**src/rtl/cnn_pkg.sv**
```systemverilog
// Shared constants and types for the CNN accelerator's memory-facing blocks.
package cnn_pkg;

    localparam int unsigned DATA_WIDTH = 16;
    localparam int unsigned ADDR_WIDTH = 20;
    localparam int unsigned LEN_WIDTH  = 11;

    localparam logic MEM_READ  = 1'b1;
    localparam logic MEM_WRITE = 1'b0;

    typedef enum logic [1:0] {
        IDLE,
        BURST,
        DRAIN,
        DONE
    } dma_arb_state_t;

    typedef struct packed {
        logic                  rw;
        logic [ADDR_WIDTH-1:0] addr;
        logic [LEN_WIDTH-1:0]  len;
    } dma_desc_t;

endpackage

```
**src/rtl/rr_arbiter.sv**
```systemverilog
// Combinational round-robin pick: first asserted request at or after ptr, in cyclic order.
module rr_arbiter #(
    parameter int unsigned NUM_REQ = 3,
    parameter int unsigned IDX_W   = (NUM_REQ > 1) ? $clog2(NUM_REQ) : 1
) (
    input  logic [NUM_REQ-1:0] req,
    input  logic [IDX_W-1:0]   ptr,
    output logic [NUM_REQ-1:0] gnt,
    output logic [IDX_W-1:0]   idx,
    output logic               valid
);

    logic [IDX_W-1:0] cand;

    always_comb begin
        gnt   = '0;
        idx   = '0;
        valid = 1'b0;
        cand  = '0;
        for (int unsigned i = 0; i < NUM_REQ; i++) begin
            cand = IDX_W'((32'(ptr) + i) % NUM_REQ);
            if (!valid && req[cand]) begin
                valid     = 1'b1;
                gnt[cand] = 1'b1;
                idx       = cand;
            end
        end
    end

endmodule

```
**src/rtl/dma_burst_arbiter.sv**
```systemverilog
// Shares the single DMA port among burst requesters: round-robin grant, then one
// word per cycle to/from memory, with read data streamed back a cycle after each beat.
module dma_burst_arbiter #(
    parameter int unsigned DATA_WIDTH = cnn_pkg::DATA_WIDTH,
    parameter int unsigned ADDR_WIDTH = cnn_pkg::ADDR_WIDTH,
    parameter int unsigned NUM_REQ    = 3,
    parameter int unsigned LEN_WIDTH  = cnn_pkg::LEN_WIDTH
) (
    input  logic                                clk,
    input  logic                                rst_n,
    input  logic [NUM_REQ-1:0]                  req_valid,
    input  logic [NUM_REQ-1:0]                  req_rw,
    input  logic [NUM_REQ-1:0][ADDR_WIDTH-1:0]  req_addr,
    input  logic [NUM_REQ-1:0][LEN_WIDTH-1:0]   req_len,
    output logic [NUM_REQ-1:0]                  req_ack,
    input  logic [NUM_REQ-1:0][DATA_WIDTH-1:0]  wr_data,
    output logic [NUM_REQ-1:0]                  wr_beat,
    output logic [DATA_WIDTH-1:0]               rd_data,
    output logic [NUM_REQ-1:0]                  rd_valid,
    output logic [NUM_REQ-1:0]                  done,
    output logic                                busy,
    output logic                                mem_en,
    output logic                                mem_rw,
    output logic [ADDR_WIDTH-1:0]               mem_addr,
    output logic [DATA_WIDTH-1:0]               mem_wdata,
    input  logic [DATA_WIDTH-1:0]               mem_rdata
);

    import cnn_pkg::*;

    localparam int unsigned IDX_W = (NUM_REQ > 1) ? $clog2(NUM_REQ) : 1;

    dma_arb_state_t        state_q;
    logic [NUM_REQ-1:0]    owner_q;
    logic [IDX_W-1:0]      idx_q;
    logic [IDX_W-1:0]      rr_ptr_q;
    logic                  rw_q;
    logic [ADDR_WIDTH-1:0] addr_q;
    logic [LEN_WIDTH-1:0]  len_q;
    logic [LEN_WIDTH-1:0]  beat_q;
    logic [NUM_REQ-1:0]    req_ack_q;
    logic [NUM_REQ-1:0]    done_q;
    logic [NUM_REQ-1:0]    rd_valid_q;
    logic                  mem_en_q;
    logic                  mem_rw_q;
    logic [ADDR_WIDTH-1:0] mem_addr_q;

    logic [NUM_REQ-1:0]    gnt;
    logic [IDX_W-1:0]      gnt_idx;
    logic                  gnt_valid;

    rr_arbiter #(
        .NUM_REQ (NUM_REQ),
        .IDX_W   (IDX_W)
    ) u_rr_arbiter (
        .req   (req_valid),
        .ptr   (rr_ptr_q),
        .gnt   (gnt),
        .idx   (gnt_idx),
        .valid (gnt_valid)
    );

    always_ff @(posedge clk or negedge rst_n) begin
        if (!rst_n) begin
            state_q    <= IDLE;
            owner_q    <= '0;
            idx_q      <= '0;
            rr_ptr_q   <= '0;
            rw_q       <= 1'b0;
            addr_q     <= '0;
            len_q      <= '0;
            beat_q     <= '0;
            req_ack_q  <= '0;
            done_q     <= '0;
            rd_valid_q <= '0;
            mem_en_q   <= 1'b0;
            mem_rw_q   <= 1'b0;
            mem_addr_q <= '0;
        end else begin
            // Memory returns read data one cycle after each read beat.
            rd_valid_q <= (mem_en_q && mem_rw_q) ? owner_q : '0;
            case (state_q)
                IDLE: begin
                    if (req_ack_q != '0) begin
                        // Ack cycle: descriptor already captured, start the burst.
                        req_ack_q <= '0;
                        if (len_q == '0) begin
                            state_q <= DONE;
                            done_q  <= owner_q;
                        end else begin
                            state_q    <= BURST;
                            mem_en_q   <= 1'b1;
                            mem_rw_q   <= rw_q;
                            mem_addr_q <= addr_q;
                            beat_q     <= '0;
                        end
                    end else if (gnt_valid) begin
                        req_ack_q <= gnt;
                        owner_q   <= gnt;
                        idx_q     <= gnt_idx;
                        rw_q      <= req_rw[gnt_idx];
                        addr_q    <= req_addr[gnt_idx];
                        len_q     <= req_len[gnt_idx];
                    end
                end
                BURST: begin
                    if (beat_q == len_q - LEN_WIDTH'(1)) begin
                        mem_en_q <= 1'b0;
                        mem_rw_q <= 1'b0;
                        if (rw_q == MEM_READ) begin
                            state_q <= DRAIN;
                        end else begin
                            state_q <= DONE;
                            done_q  <= owner_q;
                        end
                    end else begin
                        mem_addr_q <= mem_addr_q + ADDR_WIDTH'(1);
                        beat_q     <= beat_q + LEN_WIDTH'(1);
                    end
                end
                DRAIN: begin
                    state_q <= DONE;
                    done_q  <= owner_q;
                end
                DONE: begin
                    done_q   <= '0;
                    rr_ptr_q <= (idx_q == IDX_W'(NUM_REQ - 1)) ? '0 : idx_q + IDX_W'(1);
                    state_q  <= IDLE;
                end
                default: state_q <= IDLE;
            endcase
        end
    end

    always_comb begin
        wr_beat   = '0;
        mem_wdata = '0;
        if (state_q == BURST && rw_q == MEM_WRITE) begin
            wr_beat   = owner_q;
            mem_wdata = wr_data[idx_q];
        end
    end

    assign req_ack  = req_ack_q;
    assign done     = done_q;
    assign rd_valid = rd_valid_q;
    assign rd_data  = (rd_valid_q != '0) ? mem_rdata : '0;
    assign busy     = (state_q != IDLE);
    assign mem_en   = mem_en_q;
    assign mem_rw   = mem_rw_q;
    assign mem_addr = mem_addr_q;

endmodule

```
**config.mk**
```make
export PLATFORM = sky130hd
export DESIGN_NAME = dma_burst_arbiter
export DESIGN_NICKNAME = d
export VERILOG_FILES = /design/src/rtl/cnn_pkg.sv /design/src/rtl/rr_arbiter.sv /design/src/rtl/dma_burst_arbiter.sv
export SDC_FILE = /design/constraint.sdc
export NUM_CORES = 1
export LEC_CHECK = 0
export CAP_MARGIN = 0
export CORE_MARGIN = 5
export CORE_UTILIZATION = 48
export CTS_CLUSTER_SIZE = 20
export DETAILED_ROUTE_END_ITERATION = 10
export GPL_TIMING_DRIVEN = 0
export PLACE_DENSITY = 0.87
export SYNTH_ARGS = -nofsm -noshare
export SYNTH_HDL_FRONTEND = slang
export SYNTH_SLANG_ARGS = --single-unit
export TNS_END_PERCENT = 10
```
**constraint.sdc**
```tcl
create_clock -name clk -period 4.8 [get_ports clk]
set_input_delay 0.96 -clock clk [delete_from_list [all_inputs] [get_ports clk]]
set_output_delay 0.96 -clock clk [all_outputs]
set_load 0.1 [all_outputs]
```
After elaboration in Yosys (flattened, before gate mapping):

Cells that the tools add are included.

* add/sub/neg operators: 6
* divide/modulo/power cells: 3
* order comparisons: 8
* equality and inequality tests: 11
* muxes and demuxes: 61
* bitwise operators: 4
* reductions and logical operators: 22

Operators by type and width (count)
* 20-bit 2-to-1 mux: 4
* 32-bit by 2-bit modulo with 32-bit output, second input constant: 2
* 16-bit 2-to-1 mux: 3
* 11-bit 2-to-1 mux: 4
* 20-bit binary-select mux with 2-bit select: 1
* 20-bit case mux with 2 select lines: 1
* 3-bit 2-to-1 mux: 11
* 16-bit binary-select mux with 2-bit select: 1
* 2-bit by 2-bit modulo with 32-bit output, second input constant: 1
* 11-bit binary-select mux with 2-bit select: 1
* 11-bit case mux with 2 select lines: 1
* 20-bit by 1-bit adder with 20-bit output, second input constant: 1
* 1-bit 2-to-1 mux: 16
* 2-bit by 3-bit < comparator with 1-bit output, second input constant: 5
* 2-bit 2-to-1 mux: 7
* 2-bit inequality test, second input constant: 6
* 3-bit case mux with 4 select lines: 1
* 4-bit AND reduction: 3
* 11-bit by 1-bit adder with 11-bit output, second input constant: 1
* 11-bit equality test: 1
* 11-bit logical NOT: 1
* 11-bit by 1-bit subtractor with 11-bit output, second input constant: 1
* 1-bit binary-select mux with 2-bit select: 4
* 2-bit case mux with 4 select lines: 1
* other kinds (17): 37

* bits in registers: 83
* output and inout bits: 67
* word-level logic and storage cells: 129

Logic depth before layout (Yosys ltp):

* word-level depth: 12
* depth in mapped cells: 11
* depth with buffers taken out: 9

By module:

From an unflattened synthesis, not the netlist that was laid out.

* cells, all modules: 745
* area, all modules: 5938.2 um^2

By module, submodules not included
* dma_burst_arbiter: times used 1, cells each 692, area an instance 5590.4 um^2
* rr_arbiter: times used 1, cells each 53, area an instance 347.8 um^2

Least setup slack after synthesis:

OpenSTA, ideal clock, no wires.

* kind: reg-to-output
* start point: register rd_valid_q[1], in the netlist rd_valid[1]
* end point: output port rd_data[10]
* arrival: 2.787 ns
* required time: 3.840 ns
* slack: 1.053 ns
* cell stages (with the launch flop): 4
* buffers on the path: 1
* cells stage by stage: dfrtp_1 > nor3_1 > clkbuf_1 > nor2b_1

* cells in the longest elaborated chain, start to end: 2

RTL lines
* start, declared: line dma_burst_arbiter.sv:43 `logic [NUM_REQ-1:0] rd_valid_q;`
* start signal, assigned: line dma_burst_arbiter.sv:81 `rd_valid_q <= (mem_en_q && mem_rw_q) ? owner_q : '0;`
* 3-bit nonzero test: line dma_burst_arbiter.sv:147 `assign rd_data = (rd_valid_q != '0) ? mem_rdata : '0;`
* 16-bit 2-to-1 mux: line dma_burst_arbiter.sv:147
* end, declared: line dma_burst_arbiter.sv:18 `output logic [DATA_WIDTH-1:0] rd_data,`

No other way between the ends.

Worst setup path after layout:

* start point: register state_q[1]
* end point: output port wr_beat[0]

* cells in the longest elaborated chain, start to end: 3

RTL lines
* start, declared: line dma_burst_arbiter.sv:33 `dma_arb_state_t state_q;`
* start signal, assigned: line dma_burst_arbiter.sv:65 `state_q <= IDLE;`
* start signal, assigned: line dma_burst_arbiter.sv:88 `state_q <= DONE;`
* start signal, assigned: line dma_burst_arbiter.sv:91 `state_q <= BURST;`
* 2-bit by 1-bit equality test with 1-bit output: line dma_burst_arbiter.sv:138 `if (state_q == BURST && rw_q == MEM_WRITE) begin`
* 1-bit logical AND: line dma_burst_arbiter.sv:138
* 3-bit 2-to-1 mux: line dma_burst_arbiter.sv:138
* end, declared: line dma_burst_arbiter.sv:17 `output logic [NUM_REQ-1:0] wr_beat,`

No other way between the ends.

==> qor.tcl <==
set qor(pin_count) 232
set qor(syn-num-nets) 885
set qor(grt_overflow_total) 0
set qor(fill_cells) 895
set qor(path_clk_slew_ns) 0.06
set qor(critical_path.most_common_cell) {sky130_fd_sc_hd__clkbuf_1}
set qor(yosys.area_share.xor_xnor_pct) 2.25
set qor(grt_use_met2_pct) 50.4
set qor(finalCoreUtilization_pct) 72.5
set qor(post_drt_via_cell_ratio) 5.76
set qor(cells_after_dpl) 1088
set qor(fp.dieW_um) 120
set qor(power_density_nw_per_um2) 695
set qor(drtPass1Iterations) 5
set qor(critical_path.slowest_cell) {sky130_fd_sc_hd__clkdlybuf4s50_1}
set qor(cts_buffers) 9
set qor(worstSetupStartpointType) {register}
set qor(h-tree-depth) 3
set qor(cts_resized) 0
set qor(cell_taking_the_most_area_after_synthesis) {sky130_fd_sc_hd__dfrtp_1}
set qor(timing.final.ws_setup_ns) 0.348
set qor(post_cts_setup_buffer_count) 0
set qor(grt_use_met3_pct) 6.41
set qor(period_needed_ns) 4.45
set qor(yosys_most_used_dff) {sky130_fd_sc_hd__dfrtp_1}
set qor(detailroute.via_count) 6355
set qor(synth.top_cells.by_area) {sky130_fd_sc_hd__dfrtp_1 (36%), sky130_fd_sc_hd__mux2i_1 (9.9%), sky130_fd_sc_hd__nor2_1 (6.0%), sky130_fd_sc_hd__a21oi_1 (5.7%), sky130_fd_sc_hd__nand2_1 (4.1%)}
set qor(max_slew_violation_count) 0
set qor(synthDistinctLibCells) 65
set qor(mapped_avg_cell_area_sq_um) 8.23
set qor(routed_wirelength_mm) 20.5
set qor(max-vdd-ir-drop_mv) 0.363
set qor(layout_worst_path_cycle_share_pct) 92.7
set qor(synth-compound-area-share_pct) 20.3
set qor(antenna_violations_before_repair) 0
set qor(cp_data_required_time_ns) 3.84
set qor(grtUsageTotal_pct) 28.0
set qor(core_area_sq_um) 12000
set qor(pleak_nw) 3.54
set qor(worstHoldPathType) {register to register}
set qor(crit_type) {register to output pin}
set qor(timing_hold_violations_final) 0
set qor(antennaDiodeCount) 0
set qor(synth-adder-area-share_pct) 2.87
set qor(final-instance-count-excl-fill) 1103
set qor(clock_tree.root_cell) {sky130_fd_sc_hd__clkbuf_16}
set qor(final_nets) 1128
set qor(ys.warnings.count) 0
set qor(path_delay_family) {buffers and inverters}
set qor(synthMuxAreaShare_pct) 11.1
set qor(ys_ff_latch) 83
set qor(port-buffer-count) 231
set qor(die_height_um) 120
set qor(layout_cell_share_with_drive_strength_beyond_1_pct) 4.81
set qor(clock_latency_ns) 0.34
set qor(drt_iter0_drc) 541
set qor(area_share_of_the_largest_cell_type_after_synthesis_pct) 35.6
set qor(floorplan.rows) 40
set qor(synth_edf_count) 0
set qor(synth-seq-area-share_pct) 35.6
set qor(fin_skew_ns) 0.00750
set qor(rsz0062_at_grt) {no}
set qor(final_setup_fails) 0
set qor(floorplan.die_area_sq_um) 14500
set qor(worstMarginPinSlew_ns) 1.03
set qor(outcome) {completed}
set qor(hpwlAfterDp_mm) 15.9
set qor(number_of_global_route_vias_before_repair) 6372
set qor(post_placement_setup_slack_ns) 0.750
set qor(crit_path_capture_type) {output pin}
set qor(cts_tree) {built}
set qor(worstPathBufferInverterCount) 4
set qor(syn_area_sq_um) 5840
set qor(remaining_routing_drc_violations) 0
set qor(cts_hold_buffers) 0
set qor(numClockSinks) 83
set qor(initial_core_util_pct) 48.8
set qor(path_max_fanout) 10
set qor(worst-endpoint-arrival_ns) 3.49
set qor(area_delta_synth_final_pct) 48.6
set qor(maxSlewHeadroom_pct) 31.2
set qor(grt_first_pass_wirelength_mm) 32.4
set qor(grt_start_max_net_pins) 50
set qor(share_of_synthesized_cell_area_in_and_or_nand_and_nor_gates_pct) 22.7
set qor(netlist_instances) 709
set qor(synth_top_family_by_area) {simple AND/OR/NAND/NOR gates}
set qor(route.detailed.wl_per_inst_um) 18.6
set qor(cts_max_path_buffers) 2
set qor(busiest_layer) {met2}
set qor(max_stage_delay_ns) 1.17
set qor(maxClockFrequency_ghz) 0.225
set qor(max-cap-violations) 0
set qor(async_reset_ff_share_pct) 100
set qor(ant_nets) 0
set qor(crit_path_cell_trace) {inv_1 > ha_1 > clkbuf_1 > nand2_1 > clkbuf_1 > nor2_1 > clkdlybuf4s50_1}
set qor(gp_congestion) 0.965
set qor(gr-usage-met1_pct) 33.7
==> worst register-to-register path: stages, from the launching register on <==
cell	delay, ns
sky130_fd_sc_hd__dfrtp_1	0.40
sky130_fd_sc_hd__inv_1	0.11
sky130_fd_sc_hd__ha_1	0.21
sky130_fd_sc_hd__clkbuf_1	0.37
sky130_fd_sc_hd__o221a_2	0.29
sky130_fd_sc_hd__clkbuf_1	0.60
sky130_fd_sc_hd__clkbuf_1	0.62
sky130_fd_sc_hd__nor2_1	0.14
sky130_fd_sc_hd__a21oi_1	0.16
sky130_fd_sc_hd__o21ai_0	0.09
==> kinds of logic after synthesis <==
family          Yosys count
xor+xnor                 15
mux                      64
simple gates            272
compound gates          192
flops                    83
buf+inv                  69
fa+ha+maj                14
==> Yosys cell counts (all sizes together), types with 4 or more instances <==
master	instances
nor2	94
dfrtp	83
a21oi	67
nand2	63
o21ai	61
mux2i	58
clkbuf	34
nor2b	21
nand3	20
inv	19
nor3	17
or3	17
buf	16
ha	11
and3	9
nand4	8
xor2	8
a21o	7
o211ai	7
xnor2	7
a22oi	6
mux2	6
nor4	6
o22ai	6
o31ai	5
nor3b	4
==> cell usage in the layout, fill, tap and decap left out, types with 10 or more instances in the layout <==
cell	count
sky130_fd_sc_hd__clkdlybuf4s50_1	230
sky130_fd_sc_hd__nor2_1	94
sky130_fd_sc_hd__dfrtp_1	83
sky130_fd_sc_hd__a21oi_1	67
sky130_fd_sc_hd__nand2_1	63
sky130_fd_sc_hd__mux2i_1	58
sky130_fd_sc_hd__o21ai_0	41
sky130_fd_sc_hd__clkbuf_1	34
sky130_fd_sc_hd__nor2b_1	21
sky130_fd_sc_hd__o21ai_1	20
sky130_fd_sc_hd__nand3_1	19
sky130_fd_sc_hd__inv_1	18
sky130_fd_sc_hd__or3_1	17
sky130_fd_sc_hd__nor3_1	16
sky130_fd_sc_hd__ha_1	11
sky130_fd_sc_hd__buf_2	10
==> metrics by stage <==
stage                     hold WS, ns  TNS (ns)  instance area, sq um  total power [mW]
final                           0.486         0                  8670              6.02
after global routing            0.513         0                  8670              6.38
after CTS                       0.488         0                  8670              6.00
after detailed placement        0.472         0                  8360              5.22
after global placement          0.464    -11.90                  8330              5.14
after floorplan                 0.444         0                  5840              4.12
==> flip-flops by register name, summed over array words and instances, names as in the netlist, 2 cells and up <==
register,count
addr_q,20
owner_q,3
beat_q,11
req_ack,3
len_q,11
mem_addr,20
rd_valid,3
state_q,2
rr_ptr_q,2
done,3
idx_q,2
==> final timing paths <==
kind | to | from | slack [ns] | cells after the start
worst max-delay path | wr_beat[0] | state_q[1] | 0.35 | 7
worst min-delay path | addr_q[4] | addr_q[4] | 0.49 | 2
worst max register to register | addr_q[10] | rr_ptr_q[1] | 1.67 | 9
worst min register to register | addr_q[4] | addr_q[4] | 0.49 | 2
max in group asynchronous | addr_q[7] | rst_n | 3.63 | 2
min in group asynchronous | beat_q[6] | rst_n | 0.57 | 1
==> cell type report <==
class	count	area (sq um)	area share [%]
plain buffers	50	230	2.65
clock buffers	9	225	2.60
clock inverters	6	90.1	1.04
inverters	19	71.3	0.822
multi-input cells	557	3460	39.9
flip-flops and latches	83	2080	24.0
well taps	147	184	2.12
repair buffers	232	2340	27.0
==> routing by layer <==
layer | vias to the layer above | wire [um]
li1 | 3020 | -
met1 | 2971 | 7800
met2 | 329 | 10500
met3 | 35 | 1840
met4 | 0 | 397
met5 | - | 0
==> power breakdown <==
part           leakage [nW]  switching (mW)  internal, mW
logic                  2.33            2.73          1.25
registers              1.06           0.308         0.984
clock network         0.152           0.295         0.455
total                  3.54            3.34          2.69
Note: power is estimated with default switching activity, not from simulation.
